[src/rtl/router_pkg.sv]
// Shared types and constants for the 1x3 router packet-sequencing controller.
package router_pkg;

    typedef enum logic [2:0] {
        DECODE_ADDRESS     = 3'd0,
        LOAD_FIRST_DATA    = 3'd1,
        LOAD_DATA          = 3'd2,
        WAIT_TILL_EMPTY    = 3'd3,
        FIFO_FULL_STATE    = 3'd4,
        LOAD_AFTER_FULL    = 3'd5,
        LOAD_PARITY        = 3'd6,
        CHECK_PARITY_ERROR = 3'd7
    } state_t;

    localparam logic [1:0] ILLEGAL_ADDR = 2'b11;
    localparam int         DROP_CNT_W   = 8;

    function automatic logic addr_legal(input logic [1:0] addr);
        return addr != ILLEGAL_ADDR;
    endfunction

endpackage

[src/rtl/router_fsm.sv]
// Packet-sequencing controller: header decode, payload/parity load, full stall, soft-reset abort.
// Optional aborted-packet counter enabled by defining ROUTER_FSM_DROP_CNT_EN.
module router_fsm
    import router_pkg::*;
(
    input  logic                  clock,
    input  logic                  resetn,
    input  logic                  pkt_valid,
    input  logic [1:0]            data_in,
    input  logic                  fifo_full,
    input  logic                  fifo_empty_0,
    input  logic                  fifo_empty_1,
    input  logic                  fifo_empty_2,
    input  logic                  soft_reset_0,
    input  logic                  soft_reset_1,
    input  logic                  soft_reset_2,
    input  logic                  parity_done,
    input  logic                  low_pkt_valid,
    output logic                  busy,
    output logic                  detect_add,
    output logic                  lfd_state,
    output logic                  ld_state,
    output logic                  laf_state,
    output logic                  full_state,
    output logic                  write_enb_reg,
    output logic                  rst_int_reg,
    output logic [DROP_CNT_W-1:0] pkt_drop_cnt
);

    state_t     state_reg, state_next;
    logic [1:0] addr_reg, addr_next;
    logic [3:0] fifo_empty_vec;
    logic [3:0] soft_reset_vec;
    logic       header_ok;
    logic       abort;

    // Slot 3 is padding so the illegal address indexes a defined 0.
    assign fifo_empty_vec = {1'b0, fifo_empty_2, fifo_empty_1, fifo_empty_0};
    assign soft_reset_vec = {1'b0, soft_reset_2, soft_reset_1, soft_reset_0};

    assign header_ok = (state_reg == DECODE_ADDRESS) && pkt_valid && addr_legal(data_in);
    assign abort     = (state_reg != DECODE_ADDRESS) && soft_reset_vec[addr_reg];
    assign addr_next = header_ok ? data_in : addr_reg;

    always_ff @(posedge clock) begin
        if (!resetn) begin
            state_reg <= DECODE_ADDRESS;
            addr_reg  <= 2'd0;
        end else begin
            state_reg <= state_next;
            addr_reg  <= addr_next;
        end
    end

    always_comb begin
        state_next = state_reg;
        if (abort) begin
            state_next = DECODE_ADDRESS;
        end else begin
            case (state_reg)
                DECODE_ADDRESS: begin
                    if (header_ok)
                        state_next = fifo_empty_vec[data_in] ? LOAD_FIRST_DATA : WAIT_TILL_EMPTY;
                end
                WAIT_TILL_EMPTY: begin
                    if (fifo_empty_vec[addr_reg])
                        state_next = LOAD_FIRST_DATA;
                end
                LOAD_FIRST_DATA: state_next = LOAD_DATA;
                LOAD_DATA: begin
                    if (fifo_full)
                        state_next = FIFO_FULL_STATE;
                    else if (!pkt_valid)
                        state_next = LOAD_PARITY;
                end
                FIFO_FULL_STATE: begin
                    if (!fifo_full)
                        state_next = LOAD_AFTER_FULL;
                end
                LOAD_AFTER_FULL: begin
                    if (parity_done)
                        state_next = DECODE_ADDRESS;
                    else if (low_pkt_valid)
                        state_next = LOAD_PARITY;
                    else
                        state_next = LOAD_DATA;
                end
                LOAD_PARITY: state_next = CHECK_PARITY_ERROR;
                CHECK_PARITY_ERROR: begin
                    state_next = fifo_full ? FIFO_FULL_STATE : DECODE_ADDRESS;
                end
                default: state_next = DECODE_ADDRESS;
            endcase
        end
    end

    // Moore decodes only; nothing here looks at inputs.
    always_comb begin
        detect_add    = (state_reg == DECODE_ADDRESS);
        lfd_state     = (state_reg == LOAD_FIRST_DATA);
        ld_state      = (state_reg == LOAD_DATA);
        laf_state     = (state_reg == LOAD_AFTER_FULL);
        full_state    = (state_reg == FIFO_FULL_STATE);
        write_enb_reg = (state_reg == LOAD_DATA) || (state_reg == LOAD_AFTER_FULL) ||
                        (state_reg == LOAD_PARITY);
        rst_int_reg   = (state_reg == CHECK_PARITY_ERROR);
        busy          = !((state_reg == DECODE_ADDRESS) || (state_reg == LOAD_DATA));
    end

`ifdef ROUTER_FSM_DROP_CNT_EN
    logic [DROP_CNT_W-1:0] drop_cnt_reg;

    always_ff @(posedge clock) begin
        if (!resetn)
            drop_cnt_reg <= '0;
        else if (abort && (drop_cnt_reg != {DROP_CNT_W{1'b1}}))
            drop_cnt_reg <= drop_cnt_reg + 1'b1;
    end

    assign pkt_drop_cnt = drop_cnt_reg;
`else
    assign pkt_drop_cnt = '0;
`endif

endmodule
[config.mk]
export PLATFORM = sky130hd
export DESIGN_NAME = router_fsm
export DESIGN_NICKNAME = d
export VERILOG_FILES = /design/src/rtl/router_pkg.sv /design/src/rtl/router_fsm.sv
export SDC_FILE = /design/constraint.sdc
export NUM_CORES = 1
export LEC_CHECK = 0
export BUFFER_PORTS_ARGS = -buffer_cell sky130_fd_sc_hd__buf_2
export CELL_PAD_IN_SITES_DETAIL_PLACEMENT = 1
export CELL_PAD_IN_SITES_GLOBAL_PLACEMENT = 2
export CORE_ASPECT_RATIO = 1.25
export CORE_MARGIN = 3
export CORE_UTILIZATION = 23
export DETAILED_ROUTE_END_ITERATION = 16
export MAX_ROUTING_LAYER = met4
export PLACE_DENSITY = 0.8
export SLEW_MARGIN = 20
export SYNTH_ARGS = -nofsm -noshare
export SYNTH_HDL_FRONTEND = slang
export SYNTH_SLANG_ARGS = --single-unit
[constraint.sdc]
create_clock -name clock -period 1.41 [get_ports clock]
set_clock_uncertainty 0.05 [all_clocks]
set_input_delay 0.0705 -clock clock [delete_from_list [all_inputs] [get_ports clock]]
set_output_delay 0.0705 -clock clock [all_outputs]
set_load 0.02 [all_outputs]
Word level (Yosys, flattened, before mapping)

Index checks and enable logic that the tools add are counted.

ROM bits: 0
Bits in latches: 0
Register bits after elaboration: 5
Memories: 0
RAM bits: 0
Word-level logic and storage cells: 44

$add $sub $neg: 0
Bitwise logic cells: 1
Multiplexer cells: 16
Divide/modulo/power cells: 0
Reductions and logical operators: 11
$mul: 0
Shift operators: 0
$lt $le $gt $ge: 2
Eq/ne operators: 12

Operators with widths:

| operator                                                   | count |
|---|---|
| 2-to-1 mux 3 bit                                           | 8 |
| one-hot mux 3 bit (8 select lines)                         | 1 |
| equality test 3 bit, second input constant                 | 4 |
| binary-select mux 1 bit (select 2 bit)                     | 3 |
| equality test 3 x 2 -> 1 bit, second input constant        | 2 |
| less-than comparator 2 x 3 -> 1 bit, second input constant | 2 |
| inequality test 2 bit, second input constant               | 3 |
| AND reduction 4 bit                                        | 1 |
| equality test 3 x 1 -> 1 bit, second input constant        | 1 |
| logical AND 1 bit                                          | 3 |
| logical NOT 3 bit                                          | 1 |
| logical OR 1 bit                                           | 3 |
| 2-to-1 mux 1 bit                                           | 3 |
| inequality test 3 bit, second input constant               | 1 |
| nonzero test 3 bit                                         | 1 |
| 2-to-1 mux 2 bit                                           | 1 |
| inequality test 2 x 1 -> 1 bit, second input constant      | 1 |
| OR reduction 2 bit                                         | 1 |
| logical NOT 1 bit                                          | 1 |
| inverter 1 bit                                             | 1 |

Depth between registers and ports, before layout

Gate-level depths: netlist of the first run.

Depth in word-level cells: 5
Depth in mapped cells: 5

Worst setup path after synthesis of the first run

No wires, ideal clock.

Path type: reg-to-reg
Start point: reg state_reg[0]
End point: reg addr_reg[0]
Period minus slack after synthesis: 1,457 ps
Arrival time: 1,289 ps
Stages on the path, launching flop included: 5
Setup slack: -47 ps
Cell sequence: dfxtp_1 buf_6 nor3_2 nand2_1 o221a_2

Cells in the longest elaborated chain, start to end: 3

RTL lines:

| element                         | line             | RTL |
|---|---|---|
| from (decl)                     | router_fsm.sv:30 | `state_t state_reg, state_next;` |
| from (signal assigned)          | router_fsm.sv:50 | `state_reg <= state_next;` |
| logical NOT 3 bit               | -                |  |
| net detect_add                  | router_fsm.sv:20 | `output logic detect_add,` |
| logical AND 1 bit (2 in series) | router_fsm.sv:41 | `assign header_ok = (state_reg == DECODE_ADDRESS) && pkt_valid && addr_legal(data_in);` |
| to (signal assigned)            | router_fsm.sv:51 | `addr_reg <= addr_next;` |
| to (decl)                       | router_fsm.sv:31 | `logic [1:0] addr_reg, addr_next;` |

The timed path passes the listed nets, and every way through them passes these cells.
A chain may end at the register's enable or synchronous reset.

Worst setup path in the final report of the first run

Start point: reg state_reg[2]
End point: out detect_add

Cells in the longest elaborated chain, start to end: 1

RTL lines:

| element           | line             | RTL |
|---|---|---|
| logical NOT 3 bit | router_fsm.sv:99 | `detect_add = (state_reg == DECODE_ADDRESS);` |
| to (decl)         | router_fsm.sv:20 |  |

Every way passes these cells.

==> impl_results.md, run 1 <==
* Max-cap violations at 0
* Final core occ at 0.343
* Compound-gate portion of the synthesized area at 0.297
* Final worst-path cycle share at 0.973
* Core area at 2260 um2
* Fin area at 776 um2
* Cell Rows at 19
* NumNets Final at around 120
* Hold Path End: addr_reg[0]
* Crit path DAT at 1.25 ns
* Ys flop type: dfxtp_1
* Cell count after synthesis at 69
* Largest register FFs at 3
* Tot Pwr at 1.48 mW
* Max VDD drop at 0.521 mV
* Crit Path Category: flip-flop to output pin
* Distinct cells, synth at 35
* 1st-iter DRT viols at 11
* Vias in the first global route at 570
* Post-Synth XOR/XNOR Area at 0
* RD Place Congestion at 0.849
* Drt pass-1 iters at 4
* Setup violations, final at 0
* Antenna violations before repair at 0
* Sequential element share of the synthesized area at 0.177
* Outcome: completed
* Slowest CP cell: dfxtp_4
* Hold Path Stages at 2
* Via-to-Cell Ratio at 4.64
* Placed wire-length estimate at 1420 um
* DRC viols at 0
* Maximum clock frequency at 729 MHz
* Clock Pin Slew Worst Setup and Hold Paths at 0.04 ns
* Hold WC Path Type: input port to flip-flop
* Share of layout cells above drive strength 1 at 0.490
* # IOs at 30
* P_leak at 0.352 nW
* Post-Synth Simple-Gate Area at 0.310
* Die width at 50.3 um
* Avg WL per Cell at 12.3 um
* ANT nets after route at 0
* Post-synth top area cell: dfxtp_1
* EDFF count, synth at 0
* Worst skew pair latency at 0.25 ns
* Synth warnings at 0
* Synthesized-area fraction occupied by adder cells at 0
* CTS buffer count at 3
* Die height at 61.4 um
* Mux share of post-synthesis cell area at 0.0532
* Synth top area cells: dfxtp_1, buf_4, mux2i_1
* Starting density of the core at 0.250
* Clock root buffer: clkbuf_4
* Vias after detailed routing at 608
* Area growth syn-to-layout at 37.5%
* Clock H-tree levels at 1
* ANT cells at 0
* TritonCTS clock tree: yes
* Largest net degree at the start of global routing at 9
* R2R cell count at 3
* Placement Cell Area at approximately 730 um2
* R2R Path Start: state_reg[0]
* CP required at between 1 and 1.5 ns
* Synth top cells by count: buf_4, nor2_1, dfxtp_1
* Max Root-Sink Buffers at 2
* Most numerous cell in the Yosys netlist: buf_4
* Syn_area_per_cell at ~8.2 um2
* Reg2reg setup slack at 0.06 ns
* Critical path peak fanout at 6
* Final Hold Fails at 0
* Sink Count at 5
* PwrDens at 1900 nW/um2
* Crit. End Element: output pin
* Die area at 3090 um2
* Final WL at 1610 um
* R2r endpoint: state_reg[1]
* Share of the synthesized area in the top cell type at 0.177
* Minimum clock period at 1.37 ns
* Final Max Slew Viols at 0
* Combinational family with the most area after synthesis: simple AND/OR/NAND/NOR gates
* Cell Area, Synth at approximately 560 um2
* CP peak stage delay at 0.36 ns
* Port buffer count at 21
* Global route overflow at 0
* GRT Total Usage at 0.112
* Post-CTS setup buffer count at 0
* Hold wc startpoint: resetn
* Seq cells post-synth at 5
* Post-CTS Hold Buffers at 0
* Setup crit start kind: flip-flop
* CP cell instances: buf_4 -> nor3_4 -> buf_2
* Fillcell total at 285
* First-pass GRT wire length at 2520 um
* Async SR Flop Fraction at 0
==> per-layer routing <==
layer | global-route usage | vias to the layer above | share of wire
met5 | - | - | 0
met4 | 0.0731 | 0 | 0.022
met3 | 0.0169 | 4 | 0.048
met2 | 0.205 | 22 | 0.53
met1 | 0.111 | 280 | 0.40
li1 | - | 302 | -
==> layout by cell type (no fill, tap or decap), types with 2 or more instances in the layout <==
cell,netlist,final
buf_2,1,21
dfxtp_2,0,3
a21oi_1,4,4
nor2_1,7,7
o21ai_0,4,3
conb_1,1,8
nand3b_1,3,3
buf_4,9,10
mux2i_1,3,3
clkbuf_4,0,3
nor2b_1,3,2
nand2b_1,2,2
o221a_2,2,2
nand2_1,3,2
==> cell families after synthesis <==
logic type / Yosys count
other cells: 1
mux: 3
compound gates: 19
flops: 5
simple gates: 29
buf+inv: 12
==> worst max path at each step <==
stage / to / slack (ns) / start / depth (start not counted)
2_1_floorplan: addr_reg[0] / 0.08 / state_reg[0] / 4
5_1_grt: detect_add / -0.002 / state_reg[2] / 3
6_report: detect_add / 0.04 / state_reg[2] / 3
3_3_place_gp: addr_reg[1] / 0.06 / state_reg[0] / 4
3_5_place_dp: state_reg[1] / 0.01 / state_reg[1] / 3
4_1_cts: lfd_state / 0.004 / state_reg[0] / 4
==> timing repair <==
item	4_1_cts	5_1_grt
endpoints found under the hold margin	0	0
gates resized for setup	1	8
setup endpoints to repair	1	6
pin swaps	0	2
==> cell type report <==
| cell class | count | area, um2 | area share |
|---|---|---|---|
| Multi-Input combinational cell | 59 | 419 | 0.540 |
| Sequential cell | 5 | 108 | 0.139 |
| Clock buffer | 4 | 26.3 | 0.0339 |
| Tap cell | 31 | 38.8 | 0.0500 |
| Timing Repair Buffer | 31 | 180 | 0.232 |
| Inverter | 1 | 3.75 | 0.00484 |
==> metrics by stage <==
stage	hold WS [ns]	setup TNS, ns	cells	worst slack [ns]
2_1_floorplan	0.167	0	76	0.0843
6_report	0.0372	0	131	0.0385
4_1_cts	0.0353	0	131	0.00383
5_1_grt	0.0464	-0.00170	131	-0.00170
3_5_place_dp	0.298	0	127	0.0109
3_3_place_gp	0.300	0	127	0.0598
==> critical path, delay by kind of cell, from the launching register on <==
kind / cells / cell delay, ns
buffers and inverters: 2 / 0.37
and+or+nand+nor: 1 / 0.27
DFF: 1 / 0.36
==> power breakdown <==
| group | internal, mW | switching [mW] | total, mW |
|---|---|---|---|
| sequential | 0.202 | 0.0791 | 0.282 |
| clock | 0.107 | 0.0657 | 0.173 |
| combinational | 0.468 | 0.554 | 1.02 |
Note: power is estimated with default switching activity, not from simulation.
==> run 2: changes to the inputs <==
- CELL_PAD_IN_SITES_GLOBAL_PLACEMENT: 2 -> 1
- CORE_MARGIN: 3 -> unset
- CORE_UTILIZATION: 23 -> 30
==> impl_results.md, run 2 (synthesis results as in run 1) <==
* Outcome: completed
* Final WL at 1410 um (-12%)
* Crit Path Category: flip-flop to flip-flop
* CP required at 1.51 ns (+0.22 ns)
* Share of layout cells above drive strength 1 at 0.454 (-0.0364)
* Sink Count at 5 (unchanged)
* Die width at 40.8 um (-19%)
* Drt pass-1 iters at 2 (-2)
* Area growth syn-to-layout at 30.2%
* Crit path DAT at 1.45 ns (+0.20 ns)
* Largest register FFs at 3 (unchanged)
* PwrDens at 1950 nW/um2 (+2.2%)
* Largest net degree at the start of global routing at 11 (+2)
* 1st-iter DRT viols at 3 (-8)
* Via-to-Cell Ratio at 5.07 (+9.2%)
* Setup crit start kind: flip-flop
* WP buf/inv at 0 (-2)
* Cells after DPL at 112 (-12%)
* Placed wire-length estimate at 1220 um (-14%)
* NumNets Final at 112 (-2.6%)
* Most frequent cells in the layout: buf_2, conb_1, nor2_1, buf_4, a21oi_1
* Die height at 50.5 um (-18%)
* Crit path max-delay family: simple AND/OR/NAND/NOR gates
* Max-cap violations at 0 (unchanged)
* Fin area at 734 um2 (-5.3%)
* Worst skew pair latency at 0.24 ns (about the same)
* P_leak at 0.336 nW (-4.7%)
* Slowest CP cell: or3_1
* RD Place Congestion at 0.808 (-4.8%)
* Post-CTS setup buffer count at 0 (unchanged)
* Max Root-Sink Buffers at 2 (unchanged)
* Hold WC Path Type: input port to flip-flop
* Fillcell total at 238 (-16%)
* Starting density of the core at 0.320 (+0.0698)
* Final core occ at 0.416 (+0.0725)
* Antenna violations before repair at 0 (unchanged)
* Final Max Slew Viols at 0 (unchanged)
* First-pass GRT wire length at 2300 um (-8.8%)
* Core area at 1770 um2 (-22%)
* Clock root buffer: clkbuf_4
* Crit. End Element: flip-flop
* Minimum clock period at 1.35 ns (-0.0230 ns)
* Maximum clock frequency at 742 MHz (+1.7%)
* RSZ-0062 raised after global routing: true
* Cell Rows at 17 (-2)
* Final Hold Fails at 0 (unchanged)
* TritonCTS clock tree: yes
* Avg WL per Cell at 12.2 um (-1.0%)
* Cell Count, Final, Fillers Out at 116 (-11%)
* Critical path peak fanout at 5 (-1)
* # IOs at 30 (unchanged)
* Vias after detailed routing at 588 (-3.3%)
* CP peak stage delay at 0.40 ns (+0.04 ns)
* Vias in the first global route at 559 (-1.9%)
* ANT nets after route at 0 (unchanged)
* Final worst-path cycle share at 0.956 (-0.0163)
* Clock H-tree levels at 1 (unchanged)
* GRT Total Usage at 0.164 (+0.0521)
* ANT cells at 0 (unchanged)
* CP cell instances: nand2b_2 -> or3_1 -> a311oi_2
* DRC viols at 0 (unchanged)
* Most common cell after layout, fill and taps aside: buf_2
* TNS Setup at 0 ns (unchanged)
* Clock Pin Slew Worst Setup and Hold Paths at 0.04 ns (about the same)
* Max VDD drop at 0.785 mV (+51%)
* CTS buffer count at 3 (unchanged)
* Global route overflow at 0 (unchanged)
* Placement Cell Area at 694 um2 (-5.1%)
* Die area at 2060 um2 (-33%)
* Hold Slack at 0.0519 ns (+0.0147 ns)
* Setup violations, final at 0 (unchanged)
* Port buffer count at 21 (unchanged)
## run 2: cell count changes in the layout (fill, tap and decap cells not counted), sizes merged
cell	delta
buf	-3
## run 2: metrics by stage
| step | total power [mW] | setup slack, ns |
|---|---|---|
| after floorplan | 0.954 | 0.0843 |
| after detailed placement | 1.23 | 0.0466 |
| after global routing | 1.56 | -0.000333 |
| after CTS | 1.41 | 0.00942 |
| final | 1.43 | 0.0615 |
| after global placement | 1.21 | 0.0577 |
## run 2: timing repair
item | in CTS | in global routing
resized for setup | 0 | 7
hold endpoints to repair | 0 | 0
endpoints found under the setup margin | 0 | 7
hold buffers | 0 | 0
## run 2: path summary, 6_finish.rpt
path | start | to | slack [ns] | cells after the start
setup / recovery | state_reg[0] | state_reg[1] | 0.06 | 3
hold / removal | resetn | addr_reg[0] | 0.05 | 2
setup reg to reg | state_reg[0] | state_reg[1] | 0.06 | 3
hold reg to reg | addr_reg[0] | addr_reg[0] | 0.57 | 1
## run 2: final cells by class
cell class	instances	area, um2	area share
inverter	1	3.75	0.00511
sequential	5	103	0.140
tap	19	23.8	0.0324
timing repair buffer	28	164	0.223
multi-input combinational	59	414	0.564
clock buffer	4	26.3	0.0358
## run 2: worst reg2reg max path: stages (launching register included)
cell      delay, ns
dfxtp_1        0.34
nand2b_2       0.23
or3_1          0.40
a311oi_2       0.24
## run 2: per-layer routing
| layer | vias to the layer above | wire [um] | global-route usage |
|---|---|---|---|
| li1 | 292 | - | - |
| met1 | 273 | 545 | 0.166 |
| met2 | 23 | 783 | 0.289 |
| met3 | 0 | 83 | 0.0664 |
| met4 | 0 | 0 | 0.0167 |
| met5 | - | 0 | - |
## run 2: power by group
group	switching, mW	internal [mW]	leakage, nW	total [mW]
Sequential	0.0702	0.195	0.0418	0.266
Combinational	0.544	0.454	0.279	0.999
Clock	0.0578	0.107	0.0150	0.165
==> run 3: changes to the inputs <==
- CORE_UTILIZATION: 30 -> 27
- PLACE_DENSITY: 0.8 -> unset
- PLACE_DENSITY_LB_ADDON: unset -> 0.15
- clock period: 1.41 -> 1.1 ns (I/O delays scaled with it)
==> impl_results.md, run 3 (synthesis results as in run 1) <==
* Core area at 1980 um2 (+12%)
* Final WL at 1770 um (+26%)
* Drt pass-1 iters at 4 (+2)
* P_leak at 0.422 nW (+26%)
* Post-Place Setup Slack at -0.245 ns (-0.291 ns)
* Via-to-Cell Ratio at 5.06 (-0.15%)
* Final core occ at 0.487 (+0.0707)
* Setup crit start kind: flip-flop
* Final worst-path cycle share at 1.21 (+0.257)
* Crit Path Category: flip-flop to flip-flop
* # IOs at 30 (unchanged)
* Most frequent cells in the layout: buf_4, buf_2, buf_6
* Avg WL per Cell at 13.6 um (+12%)
* Placed wire-length estimate at 1320 um (+8.4%)
* Clock Pin Slew Worst Setup and Hold Paths at 0.05 ns (about the same)
* Cells after DPL at 120 (+7.1%)
* TNS Setup at -2.06 ns (-2.06 ns)
* Die area at 2280 um2 (+11%)
* Max VDD drop at 1.27 mV (+62%)
* NumNets Final at 125 (+12%)
* Crit path DAT at 1.42 ns (-0.03 ns)
* RSZ-0062 raised after global routing: true
* ANT nets after route at 0 (unchanged)
* First-pass GRT wire length at 2730 um (+19%)
* Max-cap violations at 0 (unchanged)
* TritonCTS clock tree: yes
* Crit. End Element: flip-flop
* Placement Cell Area at 754 um2 (+8.6%)
* Maximum clock frequency at 749 MHz (+1.0%)
* CTS buffer count at 3 (unchanged)
* Vias in the first global route at 615 (+10%)
* Final WS setup at -0.235 ns (-0.296 ns)
* Minimum clock period at 1.33 ns (-0.0138 ns)
* Setup violations, final at 13 (+13)
* Cell Rows at 18 (+1)
* RD Place Congestion at 0.746 (-7.6%)
* DRC viols at 0 (unchanged)
* PwrDens at 2590 nW/um2 (+33%)
* Critical path peak fanout at 6 (+1)
* Die height at 53.1 um (+5.2%)
* GRT Total Usage at 0.173 (+0.00890)
* Final Hold Fails at 0 (unchanged)
* Largest net degree at the start of global routing at 7 (-4)
* Fillcell total at 243 (+2.1%)
* Vias after detailed routing at 658 (+12%)
* Outcome: complete, but fails checks
* Most common cell after layout, fill and taps aside: buf_4
* Cell Count, Final, Fillers Out at 130 (+12%)
* Clock H-tree levels at 1 (unchanged)
* Share of layout cells above drive strength 1 at 0.618 (+0.165)
* Global route overflow at 0 (unchanged)
* Starting density of the core at 0.285 (-0.0349)
* ANT cells at 0 (unchanged)
* Hold WC Path Type: input port to flip-flop
* Final Max Slew Viols at 0 (unchanged)
* Worst skew pair latency at 0.26 ns (+0.02 ns)
* Die width at 42.9 um (+5.1%)
* CP required at 1.19 ns (-0.32 ns)
* Max Root-Sink Buffers at 2 (unchanged)
* Fin area at 965 um2 (+31%)
* 1st-iter DRT viols at 3 (unchanged)
* Failing checks: setup timing
* Sink Count at 5 (unchanged)
* Largest register FFs at 3 (unchanged)
* Area growth syn-to-layout at 71.0%
* Port buffer count at 21 (unchanged)
* Clock root buffer: clkbuf_4
* Antenna violations before repair at 0 (unchanged)
==> run 3: changes by cell type in the layout (fill, tap and decap cells not counted), moves of 2 or more <==
cell and change:
buf_2 -7, buf_4 +8, buf_6 +12, dfxtp_2 -2, dfxtp_4 +3, nor2_1 -2, nor2_4 +2, nor2b_4 +2
==> run 3: area by class of cell <==
class	count	area [um2]	area share
clock buffer	4	26.3	0.0272
inverter	1	3.75	0.00389
multi-input combinational	59	474	0.492
sequential	5	111	0.115
tap	20	25.0	0.0259
timing repair buffer	41	324	0.336
==> run 3: what timing repair did <==
action	4_1_cts	5_1_grt
hold buffers	0	0
setup endpoints to repair	13	13
pin swaps	3	6
resized for setup	29	14
buffers inserted	3	3
==> run 3: critical path: stages, from the launching register on <==
cell and delay, ns:
dfxtp_4 0.36, buf_6 0.12, nor3_4 0.28, nand2_2 0.12
o221a_2 0.28
==> run 3: per-stage QoR <==
step,hold slack [ns],power (mW)
2_1_floorplan,0.152,1.25
3_3_place_gp,0.287,1.70
3_5_place_dp,0.287,1.70
4_1_cts,0.0217,2.29
5_1_grt,0.0279,2.66
6_report,0.0275,2.50
==> run 3: where the power goes <==
part	switching (mW)	total (mW)	internal (mW)	leakage (nW)
Clock	0.0864	0.224	0.138	0.0150
Combinational	0.895	1.91	1.02	0.364
Sequential	0.0929	0.362	0.269	0.0431
Total	1.07	2.50	1.42	0.422
==> run 3: final timing paths <==
path / from / endpoint / slack (ns) / cells past startpoint
min reg2reg: addr_reg[1] / addr_reg[1] / 0.59 / 1
min: resetn / addr_reg[1] / 0.03 / 2
max reg2reg: state_reg[2] / addr_reg[0] / -0.23 / 4
max: state_reg[2] / addr_reg[0] / -0.23 / 4
==> run 3: per-layer routing <==
metal | track usage | routed length, um | vias to the layer above
met1 | 0.160 | 639 | 308
met2 | 0.318 | 1010 | 24
met4 | 0.0938 | 46 | 0
met3 | 0.0512 | 74 | 4
li1 | - | - | 322
met5 | - | 0 | -
